[src/rtl/step_pkg.sv]
// Shared step-interface definitions for step_decoder and step_controller.
// Holds timing defaults, the direction encoding and the edge-tracker state type.
package step_pkg;

   localparam int unsigned DEF_MIN_PULSE = 1000;
   localparam int unsigned DEF_MIN_GAP   = 1000;
   localparam int unsigned DEF_WINDOW    = 500_000;

   localparam logic DIR_POS = 1'b1;

   typedef enum logic {
      ST_LOW  = 1'b0,
      ST_HIGH = 1'b1
   } step_state_t;

   function automatic logic signed [15:0] sat16(input logic signed [16:0] v);
      if (v > 17'sd32767) return 16'sh7FFF;
      else if (v < -17'sd32768) return 16'sh8000;
      else return $signed(v[15:0]);
   endfunction

endpackage

[src/rtl/sync2.sv]
// Two-flop synchronizer for a single asynchronous level input.
module sync2 (
   input  logic clock,
   input  logic reset,
   input  logic d,
   output logic q
);

   logic meta;

   always_ff @(posedge clock) begin
      if (reset) begin
         meta <= 1'b0;
         q    <= 1'b0;
      end else begin
         meta <= d;
         q    <= meta;
      end
   end

endmodule

[src/rtl/step_decoder.sv]
// Step/dir pin decoder: qualifies pulse and gap widths, tracks position and
// reports net step count per fixed measurement window.
//
//   state   | meaning
//   --------+----------------------------------------------
//   ST_LOW  | synchronized step low, counting gap cycles
//   ST_HIGH | synchronized step high, counting pulse cycles
module step_decoder
   import step_pkg::*;
#(
   parameter int unsigned MIN_PULSE = DEF_MIN_PULSE,
   parameter int unsigned MIN_GAP   = DEF_MIN_GAP,
   parameter int unsigned WINDOW    = DEF_WINDOW
) (
   input  logic               clock,
   input  logic               reset,
   input  logic               step,
   input  logic               dir,
   input  logic               clear,
   output logic signed [31:0] position,
   output logic signed [15:0] window_steps,
   output logic               window_valid,
   output logic               step_strobe,
   output logic               pulse_error,
   output logic               dir_error
);

   logic step_s, dir_s;

   sync2 u_sync_step (.clock(clock), .reset(reset), .d(step), .q(step_s));
   sync2 u_sync_dir  (.clock(clock), .reset(reset), .d(dir),  .q(dir_s));

   step_state_t        state, state_nx;
   logic [31:0]        cnt;
   logic               dir_cap;
   logic               gap_exempt;
   logic               rise, fall, accept, short_pulse, short_gap;
   logic signed [31:0] step_inc;
   logic signed [15:0] acc;
   logic signed [16:0] acc_sum;
   logic [31:0]        win_cnt;
   logic               win_last;

   always_ff @(posedge clock) begin
      if (reset) state <= ST_LOW;
      else       state <= state_nx;
   end

   // The FSM state doubles as the delayed copy of step_s for edge detection.
   always_comb begin
      state_nx = state;
      rise     = 1'b0;
      fall     = 1'b0;
      case (state)
         ST_LOW:  if (step_s)  begin state_nx = ST_HIGH; rise = 1'b1; end
         ST_HIGH: if (!step_s) begin state_nx = ST_LOW;  fall = 1'b1; end
      endcase
      accept      = fall && (cnt >= MIN_PULSE);
      short_pulse = fall && !accept;
      short_gap   = rise && !gap_exempt && (cnt < MIN_GAP);
      step_inc    = '0;
      if (accept) step_inc = (dir_cap == DIR_POS) ? 32'sd1 : -32'sd1;
      acc_sum     = $signed({acc[15], acc}) + $signed(step_inc[16:0]);
      win_last    = (win_cnt == WINDOW - 1);
   end

   always_ff @(posedge clock) begin
      if (reset) begin
         cnt          <= '0;
         dir_cap      <= 1'b0;
         gap_exempt   <= 1'b1;
         step_strobe  <= 1'b0;
         position     <= '0;
         pulse_error  <= 1'b0;
         dir_error    <= 1'b0;
      end else begin
         if (rise || fall)   cnt <= 32'd1;
         else if (cnt != '1) cnt <= cnt + 32'd1;
         if (rise) dir_cap <= dir_s;
         step_strobe <= accept;
         if (clear) begin
            position    <= '0;
            pulse_error <= 1'b0;
            dir_error   <= 1'b0;
            gap_exempt  <= 1'b1;
         end else begin
            position <= position + step_inc;
            if (short_pulse || short_gap) pulse_error <= 1'b1;
            if (state == ST_HIGH && dir_s != dir_cap) dir_error <= 1'b1;
            if (rise) gap_exempt <= 1'b0;
         end
      end
   end

   // Window accumulator is independent of clear so rate reporting never drops steps.
   always_ff @(posedge clock) begin
      if (reset) begin
         win_cnt      <= '0;
         acc          <= '0;
         window_steps <= '0;
         window_valid <= 1'b0;
      end else begin
         window_valid <= win_last;
         if (win_last) begin
            win_cnt      <= '0;
            window_steps <= sat16(acc_sum);
            acc          <= '0;
         end else begin
            win_cnt <= win_cnt + 32'd1;
            acc     <= sat16(acc_sum);
         end
      end
   end

endmodule
[config.mk]
export PLATFORM = sky130hd
export DESIGN_NAME = step_decoder
export DESIGN_NICKNAME = d
export VERILOG_FILES = /design/src/rtl/step_pkg.sv /design/src/rtl/sync2.sv /design/src/rtl/step_decoder.sv
export SDC_FILE = /design/constraint.sdc
export NUM_CORES = 1
export LEC_CHECK = 0
export BUFFER_PORTS_ARGS = -buffer_cell sky130_fd_sc_hd__buf_4
export CAP_MARGIN = 20
export CORE_MARGIN = 3
export CORE_UTILIZATION = 55
export CTS_CLUSTER_SIZE = 16
export DETAILED_ROUTE_END_ITERATION = 12
export PLACE_DENSITY_LB_ADDON = 0.12
export RECOVER_POWER = 100
export SETUP_SLACK_MARGIN = 0.05
export SLEW_MARGIN = 30
export SYNTH_ARGS = -nofsm -noshare
export SYNTH_HDL_FRONTEND = slang
export SYNTH_SLANG_ARGS = --single-unit
[constraint.sdc]
create_clock -name clock -period 7.4 [get_ports clock]
set_clock_uncertainty 0.05 [all_clocks]
set_input_delay 0.37 -clock clock [delete_from_list [all_inputs] [get_ports clock]]
set_output_delay 0.37 -clock clock [all_outputs]
set_load 0.005 [all_outputs]
# [After elaboration in Yosys (flattened, before gate mapping)]
# Index checks and enable logic that the tools add are counted.
[totals] in_bits=5 output_inout_bits=52 wordCells=51 regBits=139
[classes] addsub=4 magnitude_cmp=4 n_eq_ne=3 n_reduce_logical=13 n_mux=10
[op_table] cell="$add A32 B1 Y32 const B" n=2
[op_table] cell="$mux W32" n=2
[op_table] cell="$add A32 B32 Y32" n=1
[op_table] cell="$eq A32 B19 Y1 const B" n=1
[op_table] cell="$ge A32 B10 Y1 const B" n=1
[op_table] cell="$lt A32 B10 Y1 const B" n=1
[op_table] cell="$mux W16" n=2
[op_table] cell="$ne A32 B32 Y1 const B" n=1
[op_table] cell="$add A16 B17 Y17" n=1
[op_table] cell="$gt A17 B16 Y1 const B" n=1
[op_table] cell="$lt A17 B16 Y1 const B" n=1
[op_table] cell="$mux W1" n=6
[op_table] cell="$reduce_or A2 Y1" n=3
[op_table] cell="$logic_and A1 B1 Y1" n=5
[op_table] cell="$logic_not A1 Y1" n=2
[op_table] cell="$logic_or A1 B1 Y1" n=2
[op_table] cell="$reduce_bool A2 Y1" n=1
[op_table] cell="$ne A1 B1 Y1" n=1

# [Depth between registers and ports, before layout]
# Gate-level depths: netlist of the first run.
[logic_depth] ltp_word=8 mapped_depth=17 depth_no_buf=16

# [Hierarchy]
# A second synthesis of the first run with hierarchy kept.
[hier_totals] hier_cells=910 area_unflattened_um2=7599.8
[modules_own_cells] module="step_decoder" n_inst=1 seq_area_each_um2=2702.6 cells_per_inst=902 area_per_inst_um2=7494.7
[modules_own_cells] module="sync2" n_inst=2 seq_area_each_um2=40.0 cells_per_inst=4 area_per_inst_um2=52.6

# [Least setup slack after synthesis of the first run]
# OpenSTA, ideal clock, no wires.
[synth_path] path_type="reg2reg" start="register cnt[17]" end="register window_steps[13]" t_arrival_ns=4.195 required_ns=7.233 path_buffers=1 period_less_slack_ns=4.362 setup_slack_ns=3.038 setup_ns=0.117 stages_incl_launch_ff=17 cell_sequence="dfxtp_1 > or4_1 > nor3_1 > o21ai_0 > o21ai_0 > or2_2 > inv_1 > fa_1 > a21o_1 > a21oi_2 > o21a_1 > o21ai_1 > a311oi_1 > a22oi_1 > buf_2 > a211o_1 > a22o_1"
[synth_between] elab_chain_len=7 word_cells_on_any_way=8 cone_classes="1 x add/sub; 3 x order compare; 3 x mux; 1 x reduce/logical"
[synth_rtl] element="from (decl)" line="step_decoder.sv:34" text="logic [31:0] cnt;"
[synth_rtl] element="from (signal assigned)" line="step_decoder.sv:78" text="else if (cnt != '1) cnt <= cnt + 32'd1;"
[synth_rtl] element="$ge A32 B10 Y1 *" line="step_decoder.sv:58" text="accept = fall && (cnt >= MIN_PULSE);"
[synth_rtl] element="$logic_and A1 B1 Y1 *" line="step_decoder.sv:58"
[synth_rtl] element="$mux W32 *" line="step_decoder.sv:62" text="if (accept) step_inc = (dir_cap == DIR_POS) ? 32'sd1 : -32'sd1;"
[synth_rtl] element="$add A16 B17 Y17 *" line="step_decoder.sv:63" text="acc_sum = $signed({acc[15], acc}) + $signed(step_inc[16:0]);"
[synth_rtl] element="$lt A17 B16 Y1" line="step_pkg.sv:18" text="else if (v < -17'sd32768) return 16'sh8000;"
[synth_rtl] element="$mux W16" line="step_pkg.sv:18"
[synth_rtl] element="$mux W16 *" line="step_pkg.sv:17" text="if (v > 17'sd32767) return 16'sh7FFF;"
[synth_rtl] element="to (signal assigned)" line="step_decoder.sv:106" text="window_steps <= sat16(acc_sum);"
[synth_rtl] element="to (decl)" line="step_decoder.sv:21" text="output logic signed [15:0] window_steps,"
# Every way passes the cells marked *; elsewhere a longest branch is shown, timed or not.
# A chain may end at the register's enable or synchronous reset.

# [Worst setup path after layout of the first run]
[layout_path] start="register cnt[17]" end="register acc[2]"
[layout_between] elab_chain_len=7 word_cells_on_any_way=8 cone_classes="1 x add/sub; 3 x order compare; 3 x mux; 1 x reduce/logical"
[layout_rtl] element="$ge A32 B10 Y1 *" line="step_decoder.sv:58"
[layout_rtl] element="$logic_and A1 B1 Y1 *" line="step_decoder.sv:58"
[layout_rtl] element="$mux W32 *" line="step_decoder.sv:62"
[layout_rtl] element="$add A16 B17 Y17 *" line="step_decoder.sv:63"
[layout_rtl] element="$lt A17 B16 Y1" line="step_pkg.sv:18"
[layout_rtl] element="$mux W16" line="step_pkg.sv:18"
[layout_rtl] element="$mux W16 *"
[layout_rtl] element="to (signal assigned)" line="step_decoder.sv:110" text="acc <= sat16(acc_sum);"
[layout_rtl] element="to (decl)" line="step_decoder.sv:39" text="logic signed [15:0] acc;"
# Marked as above.

==> results of run 1 <==
[area by class of cell]
cell class              count  area, µm²
multi-input cells         687       4460
clock inverters            14        109
fillers                  1163       4800
well taps                 176        220
inverters                  34        128
repair buffers             61        424
flip-flops and latches    139       2780
clock buffers              18        429
[worst max-delay path, cell delays in order, from the launching register on]
cell and delay (ns):
sky130_fd_sc_hd__dfxtp_1 0.34, sky130_fd_sc_hd__or4_1 0.54, sky130_fd_sc_hd__nor3_1 0.15, sky130_fd_sc_hd__o21ai_0 0.13, sky130_fd_sc_hd__o21ai_0 0.31, sky130_fd_sc_hd__or2_2 0.22, sky130_fd_sc_hd__inv_1 0.05, sky130_fd_sc_hd__buf_4 0.31
sky130_fd_sc_hd__fa_1 0.50, sky130_fd_sc_hd__a21o_1 0.17, sky130_fd_sc_hd__a21oi_1 0.26, sky130_fd_sc_hd__o21a_1 0.19, sky130_fd_sc_hd__o21ai_0 0.15, sky130_fd_sc_hd__a311oi_1 0.30, sky130_fd_sc_hd__a22oi_1 0.10, sky130_fd_sc_hd__clkbuf_1 0.39
sky130_fd_sc_hd__o21ai_0 1.20, sky130_fd_sc_hd__nor2_1 0.10
[routing by layer]
layer / GRT usage, % / share of wire [%]
met2: 38.8 / 48
met4: 7.82 / 1.8
met1: 28.7 / 46
met5: 0 / 0
met3: 4.76 / 4.2
[logic make-up after synthesis]
family                   Yosys count
AND/OR/NAND/NOR                  351
flip-flops                       139
buffers and inverters             62
multiplexers                       5
adder cells (fa/ha/maj)           56
AO/OA/AOI/OAI                    184
XOR/XNOR                          91
[power groups by stage]
stage          clock, W  sequential, W  combinational, W
2_1_floorplan         0       0.000772         0.0000250
3_3_place_gp          0       0.000773         0.0000320
3_5_place_dp          0       0.000773         0.0000332
4_1_cts        0.000797       0.000757         0.0000334
5_1_grt        0.000834       0.000757         0.0000373
6_report       0.000785       0.000757         0.0000318
[through the flow]
step | setup slack [ns] | instance area, µm² | util (%) | hold WS, ns
global route | 1.14 | 8550 | 64.1 | 0.122
finish | 1.75 | 8550 | 64.1 | 0.101
global placement | 2.63 | 8140 | 61.0 | 0.389
CTS | 2.28 | 8680 | 65.0 | 0.0944
floorplan | 3.04 | 7580 | - | 0.364
detailed placement | 2.35 | 8140 | 61.0 | 0.394
[cell usage after synthesis, drive strengths merged (2+ instances only)]
cell type | count | area [µm²]
nand3 | 33 | 170
a311oi | 7 | 73.8
ha | 52 | 651
nand2b | 7 | 46.3
mux2i | 2 | 20.0
nor2 | 140 | 531
o21bai | 3 | 26.3
or4 | 5 | 37.5
buf | 7 | 40.0
o211ai | 6 | 50.1
nand4 | 15 | 109
inv | 34 | 128
a211o | 4 | 35.0
mux2 | 3 | 33.8
a41oi | 3 | 26.3
xnor2 | 39 | 342
nor4b | 2 | 17.5
or3 | 7 | 43.8
a31oi | 4 | 25.0
maj3 | 2 | 22.5
a21o | 21 | 158
clkbuf | 21 | 78.8
nor4 | 13 | 96.3
nand2 | 54 | 210
o21ai | 42 | 210
xor2 | 52 | 455
a21oi | 53 | 284
a22o | 3 | 26.3
or2 | 7 | 43.8
a211oi | 5 | 37.5
dfxtp | 139 | 2780
and2 | 14 | 87.6
and4 | 4 | 35.0
and3 | 14 | 92.6
a2111oi | 3 | 51.3
o311ai | 2 | 17.5
nor3 | 24 | 125
o21a | 12 | 90.1
o31ai | 3 | 22.5
nor2b | 9 | 56.3
fa | 2 | 40.0
[registers in the layout, indices dropped and copies added, names as in the netlist, 16 cells and up]
| name | cells |
|---|---|
| acc | 16 |
| window_steps | 16 |
| win_cnt | 32 |
| cnt | 32 |
| position | 32 |
[final timing paths]
path                                 startpoint               to  slack [ns]  cells after the start
worst max-delay path                    cnt[17]           acc[2]        1.75                     17
worst min-delay path                        dir  u_sync_dir.meta        0.10                      2
worst max register to register          cnt[17]           acc[2]        1.75                     17
worst min register to register  window_steps[9]  window_steps[9]        0.41                      2
==> impl_summary.txt, run 1 <==
----------------------------------------------------
[Synth]
  Synthesized-area fraction occupied by xor and xnor cells ... 10.5%
  Largest family of logic cells by synthesized area ... simple AND/OR/NAND/NOR gates
  Number of cells produced by synthesis ... 888
  Multiplexer fraction of the synthesized cell area ... 0.710%
  Post-Synth Simple-Gate Area ... 22.8%
  Area of the mapped netlist ... 7580 µm²
  Count of warnings emitted by yosys ... 0
  Distinct cell type count of the synthesized netlist ... 75
  Count of flip-flops with a built-in enable after synthesis ... 0
  Average cell area after synthesis ... 8.53 µm²
  Register bit total from synthesis ... 139
  Net count after synthesis ... 947
  Post-synth top flop ... sky130_fd_sc_hd__dfxtp_1
  Synth async-reset ratio ... 0%
  Synthesized-area fraction occupied by adder cells ... 9.41%
  Part of the Yosys area used for sequential elements ... 36.7%
  Area fraction in compound gates after synthesis ... 16.5%

[Layout]
  Layout cell share with drive strength beyond 1 ... 10.7%
  Fin nets ... 999
  Commonest cells after routing, fill and taps aside ... 140 x sky130_fd_sc_hd__nor2_1, 139 x sky130_fd_sc_hd__dfxtp_1, 54 x sky130_fd_sc_hd__nand2_1, 52 x sky130_fd_sc_hd__xor2_1, 52 x sky130_fd_sc_hd__ha_1
  Inserted Diodes ... 0
  Most frequent standard cell in the layout excluding fill and tap cells ... sky130_fd_sc_hd__nor2_1
  Non-filler instance count after layout ... 1,129
  Layout-stage area growth over the synthesis result ... 12.8%

[Power and ir drop]
  Power per Cell Area ... 184 nW/µm²
  Max VDD drop ... 0.171 mV
  Fraction of power consumed by sequential logic ... 48.1%
  Comb power frac ... 2.0%
  Net Sw Frac ... 23.9%
  P_leak ... 3.59 nW
  Pint ... 0.00120 W
  Sw Pwr ... 0.000377 W
  Final Total Pwr ... 0.00157 W
  Relative contribution of the clock network to total power ... 49.9%

[GRT]
  GRT Total Usage ... 22.8%
  Vias in the first global route ... 6,223
  Wire length of the first global-routing pass ... 28.1 mm
  Pin count of the biggest net entering global routing ... 47
  Residual overflow from global routing ... 0
  Number of antenna violations at the first check in global routing ... 0

[Detailed routing]
  Residual DRC ... 0
  Total wire length ... 16.5 mm
  Drt first-iter violations ... 357
  Routed wire per std cell ... 14.6 µm
  Number of routed nets with antenna violations ... 0
  Per-cell via count in the routed design ... 5.66
  DR vias ... 6,392
  Number of iterations in the first detailed-routing pass ... 5

[Clocking]
  TritonCTS clock tree ... built
  Root buffer cell ... sky130_fd_sc_hd__clkbuf_16
  Clock-pin slew on the worst setup and hold paths ... 0.06 ns
  Total number of clock tree sinks ... 139
  Hold-fix buffer count after cts ... 0
  Postcts setup bufs ... 0
  Number of gates given a new drive strength after cts ... 0
  Number of clock buffers inserted by TritonCTS ... 17
  Number of buffers on the longest clock path ... 2
  Later-pin clock latency in the skew report ... 0.43 ns
  Number of H-tree branching levels ... 4

[Timing]
  Number of failing setup endpoints in the final timing report ... 0
  Final min period ... 5.65 ns
  Max-slew violations ... 65
  Rel. slew slack ... -26.5%
  Portion of the clock cycle consumed by the worst path in the final layout ... 76.3%
  Count of final hold-check violations ... 0
  Setup repair after global routing missed its margin ... no
  Final-layout setup total negative slack ... 0 ns
  Highest achievable clock rate ... 177 MHz
  Slew of the pin with the lowest slew margin ... 1.90 ns

[Status]
  Outcome ... complete, but fails checks
  Violations in the final reports ... max-capacitance violations, max-slew violations

[Worst setup path]
  Setup crit end kind ... flip-flop
  Setup Crit Path Kind ... flip-flop to flip-flop
  Largest driver fanout on the critical path ... 46
  Startpoint type of the worst setup path ... flip-flop
  Required arrival time at the worst endpoint ... 7.60 ns
  CP arrival ... 5.85 ns

[Die]
  Floorplan die area ... 15,200 µm²
  Top-Level Pins ... 57
  Die width ... 123 µm
  Number of core rows ... 42
  Starting utilization of the core area ... 56.8%
  Area of the core ... 13,300 µm²
  DIE HEIGHT ... 123 µm

[Worst hold path]
  Type of the worst min-delay path ... primary input to flip-flop

[Placed design]
  Cell count after placement ... 1,097
  RePlAce Congestion ... 0.825
  DPL Wire Length ... 12.0 mm
  Port-buffer cells ... 56

[Flow run]
  Total of max-cap violations ... 2

----------------------------------------------------
(Power assumes the default switching activity.)
==> run 2: changes to the inputs <==
==> constraint.sdc (replaced) <==
create_clock -name clock -period 5.4 [get_ports clock]
set_clock_uncertainty 0.05 [all_clocks]
set_input_delay 0.27 -clock clock [delete_from_list [all_inputs] [get_ports clock]]
set_output_delay 0.27 -clock clock [all_outputs]
set_load 0.005 [all_outputs]
==> run 2 against run 1 <==
- the run still ends with max-capacitance violations, max-slew violations left
- worst hold slack worse by 0.076 ns
- cell area up 1.0%
- sequential power grew 37%
- first-iteration DRC count up 7.8%
- worst setup slack lost 1.4 ns
- utilization rose by 0.66 points
- non-clock buffer count up 3
- cell count is 0.18% higher
- via count rose by 1.2%
- die area did not move
- register-to-register slack worse by 1.4 ns
- critical path type unchanged
- largest power group unchanged
==> impl_summary.txt, run 2 (synthesis gave the netlist of run 1 again) <==
----------------------------------------------------
[Status]
  Outcome ... complete, but fails checks (unchanged)
  Violations in the final reports ... max-capacitance violations, max-slew violations (unchanged)

[Worst setup path]
  Largest driver fanout on the critical path ... 30 (was 46)
  Largest stage delay, worst path ... 0.57 ns (was 1.20 ns)
  Startpoint type of the worst setup path ... flip-flop (unchanged)
  Cell with the biggest individual delay on the critical path ... sky130_fd_sc_hd__o311ai_0 (was sky130_fd_sc_hd__o21ai_0)
  Setup crit end kind ... flip-flop (unchanged)
  Required arrival time at the worst endpoint ... 5.70 ns (was 7.60 ns)
  Flop2flop setup slack ... 0.40 ns (was 1.75 ns)
  Setup Crit Path Kind ... flip-flop to flip-flop (unchanged)
  Crit-path most repeated cell ... sky130_fd_sc_hd__o21ai_0 (unchanged)
  CP arrival ... 5.30 ns (was 5.85 ns)
  Cells along the critical path ... or4_1 > nor3_1 > o21ai_0 > o21ai_0 > or2_2 > inv_1 > buf_4 > ha_1 > nor2b_1 > o31ai_1 > a21oi_1 > a2111oi_4 > o311ai_0 > a21oi_2 > o21ai_0 > mux2i_1 (was or4_1 > nor3_1 > o21ai_0 > o21ai_0 > or2_2 > inv_1 > buf_4 > fa_1 > a21o_1 > a21oi_1 > o21a_1 > o21ai_0 > a311oi_1 > a22oi_1 > clkbuf_1 > o21ai_0 > nor2_1)

[Clocking]
  Postcts setup bufs ... 0 (unchanged)
  Total number of clock tree sinks ... 139 (unchanged)
  Number of buffers on the longest clock path ... 2 (unchanged)
  Root buffer cell ... sky130_fd_sc_hd__clkbuf_16 (unchanged)
  Number of H-tree branching levels ... 4 (unchanged)
  TritonCTS clock tree ... built (unchanged)
  Clock-pin slew on the worst setup and hold paths ... 0.06 ns (about the same)
  Number of clock buffers inserted by TritonCTS ... 17 (unchanged)
  Number of gates given a new drive strength after cts ... 0 (unchanged)
  Later-pin clock latency in the skew report ... 0.42 ns (was 0.43 ns)
  Hold-fix buffer count after cts ... 0 (unchanged)

[Placed design]
  Port-buffer cells ... 56 (unchanged)
  RePlAce Congestion ... 0.956 (was 0.825)
  DPL Wire Length ... 12.3 mm (was 12.0 mm)

[Timing]
  Slew of the pin with the lowest slew margin ... 1.97 ns (was 1.90 ns)
  Number of failing setup endpoints in the final timing report ... 0 (unchanged)
  Final-layout setup total negative slack ... 0 ns (unchanged)
  Portion of the clock cycle consumed by the worst path in the final layout ... 92.6% (was 76.3%)
  Rel. slew slack ... -31.4% (was -26.5%)
  Count of final hold-check violations ... 0 (unchanged)
  Highest achievable clock rate ... 200 MHz (was 177 MHz)
  Final min period ... 5.00 ns (was 5.65 ns)
  Setup repair after global routing missed its margin ... no (unchanged)
  Max-slew violations ... 65 (unchanged)

[Flow run]
  Total of max-cap violations ... 2 (unchanged)

[GRT]
  GRT Total Usage ... 23.0% (was 22.8%)
  Number of antenna violations at the first check in global routing ... 0 (unchanged)
  Residual overflow from global routing ... 0 (unchanged)
  Pin count of the biggest net entering global routing ... 33 (was 47)
  Vias in the first global route ... 6,293 (was 6,223)
  Wire length of the first global-routing pass ... 28.5 mm (was 28.1 mm)

[Die]
  Area of the core ... 13,300 µm² (unchanged)
  Die width ... 123 µm (unchanged)
  Starting utilization of the core area ... 56.8% (unchanged)
  Top-Level Pins ... 57 (unchanged)
  Number of core rows ... 42 (unchanged)
  Floorplan die area ... 15,200 µm² (unchanged)
  DIE HEIGHT ... 123 µm (unchanged)

[Detailed routing]
  Per-cell via count in the routed design ... 5.72 (was 5.66)
  Routed wire per std cell ... 15.0 µm (was 14.6 µm)
  Residual DRC ... 0 (unchanged)
  DR vias ... 6,467 (was 6,392)
  Number of iterations in the first detailed-routing pass ... 5 (unchanged)
  Drt first-iter violations ... 385 (was 357)
  Total wire length ... 17.0 mm (was 16.5 mm)
  Number of routed nets with antenna violations ... 0 (unchanged)

[Power and ir drop]
  Power per Cell Area ... 255 nW/µm² (was 184 nW/µm²)
  P_leak ... 3.62 nW (was 3.59 nW)
  Max VDD drop ... 0.198 mV (was 0.171 mV)

[Layout]
  Final Core Density ... 64.7% (was 64.1%)
  Most frequent standard cell in the layout excluding fill and tap cells ... sky130_fd_sc_hd__nor2_1 (unchanged)
  Layout cell share with drive strength beyond 1 ... 11.2% (was 10.7%)
  Inserted Diodes ... 0 (unchanged)
  Regs by FF count ... cnt (32), position (32), win_cnt (32) (unchanged)
  Fin nets ... 1,002 (was 999)
  Layout-stage area growth over the synthesis result ... 14.0% (was 12.8%)
  Commonest cells after routing, fill and taps aside ... 140 x sky130_fd_sc_hd__nor2_1, 139 x sky130_fd_sc_hd__dfxtp_1, 54 x sky130_fd_sc_hd__nand2_1, 52 x sky130_fd_sc_hd__xor2_1, 52 x sky130_fd_sc_hd__ha_1 (unchanged)
  Fill cell instance count of the final layout ... 1,174 (was 1,163)

[Worst hold path]
  Type of the worst min-delay path ... primary input to flip-flop (unchanged)

----------------------------------------------------
[run 2: per-layer routing]
metal / share of wire, % / vias to the layer above / routed length [µm] / track usage, %
met4: 2.2 / 0 / 380 / 8.37
met1: 46 / 3045 / 7830 / 29.0
met5: 0 / - / 0 / 0
met2: 48 / 144 / 8080 / 39.3
li1: - / 3241 / - / -
met3: 3.9 / 37 / 668 / 3.98
[run 2: report_power, final]
group	switching, W	internal, W
clock network	0.000438	0.000687
registers	0.00000446	0.00103
logic	0.0000309	0.0000138
total	0.000473	0.00173
[run 2: path summary, 6_finish.rpt]
kind,end,start,cells after the start
worst max-delay path,position[30],cnt[17],16
worst min-delay path,u_sync_step.meta,step,2
worst max register to register,position[30],cnt[17],16
worst min register to register,u_sync_dir.q,u_sync_dir.meta,1
[run 2: critical path, delay by kind of cell, from the launching register on]
family,cells,cell delay (ns)
AOI/OAI and AO/OA,8,2.32
adders and majority gates,1,0.38
buffers and inverters,2,0.45
DFF,1,0.34
muxes,1,0.22
and+or+nand+nor,4,1.16
[run 2: metrics by stage]
| step | worst slack [ns] | hold slack (ns) | total power (W) | cell area (µm²) | cells |
|---|---|---|---|---|---|
| after floorplan | 1.04 | 0.343 | 0.00109 | 7580 | 888 |
| after global placement | 0.720 | 0.386 | 0.00110 | 8160 | 1100 |
| after detailed placement | 0.415 | 0.390 | 0.00111 | 8160 | 1100 |
| after CTS | 0.394 | 0.0136 | 0.00223 | 8730 | 1131 |
| after global routing | 0.154 | 0.0466 | 0.00227 | 8640 | 1131 |
| final | 0.402 | 0.0254 | 0.00221 | 8640 | 1131 |
[run 2: final cells by class]
| cell class | count | area, µm² | area share [%] |
|---|---|---|---|
| clock buffer | 20 | 447 | 5.17 |
| sequential | 139 | 2780 | 32.2 |
| multi-input combinational | 687 | 4490 | 52.0 |
| clock inverter | 11 | 123 | 1.42 |
| tap | 176 | 220 | 2.55 |
| inverter | 34 | 128 | 1.48 |
| timing repair buffer | 64 | 450 | 5.21 |
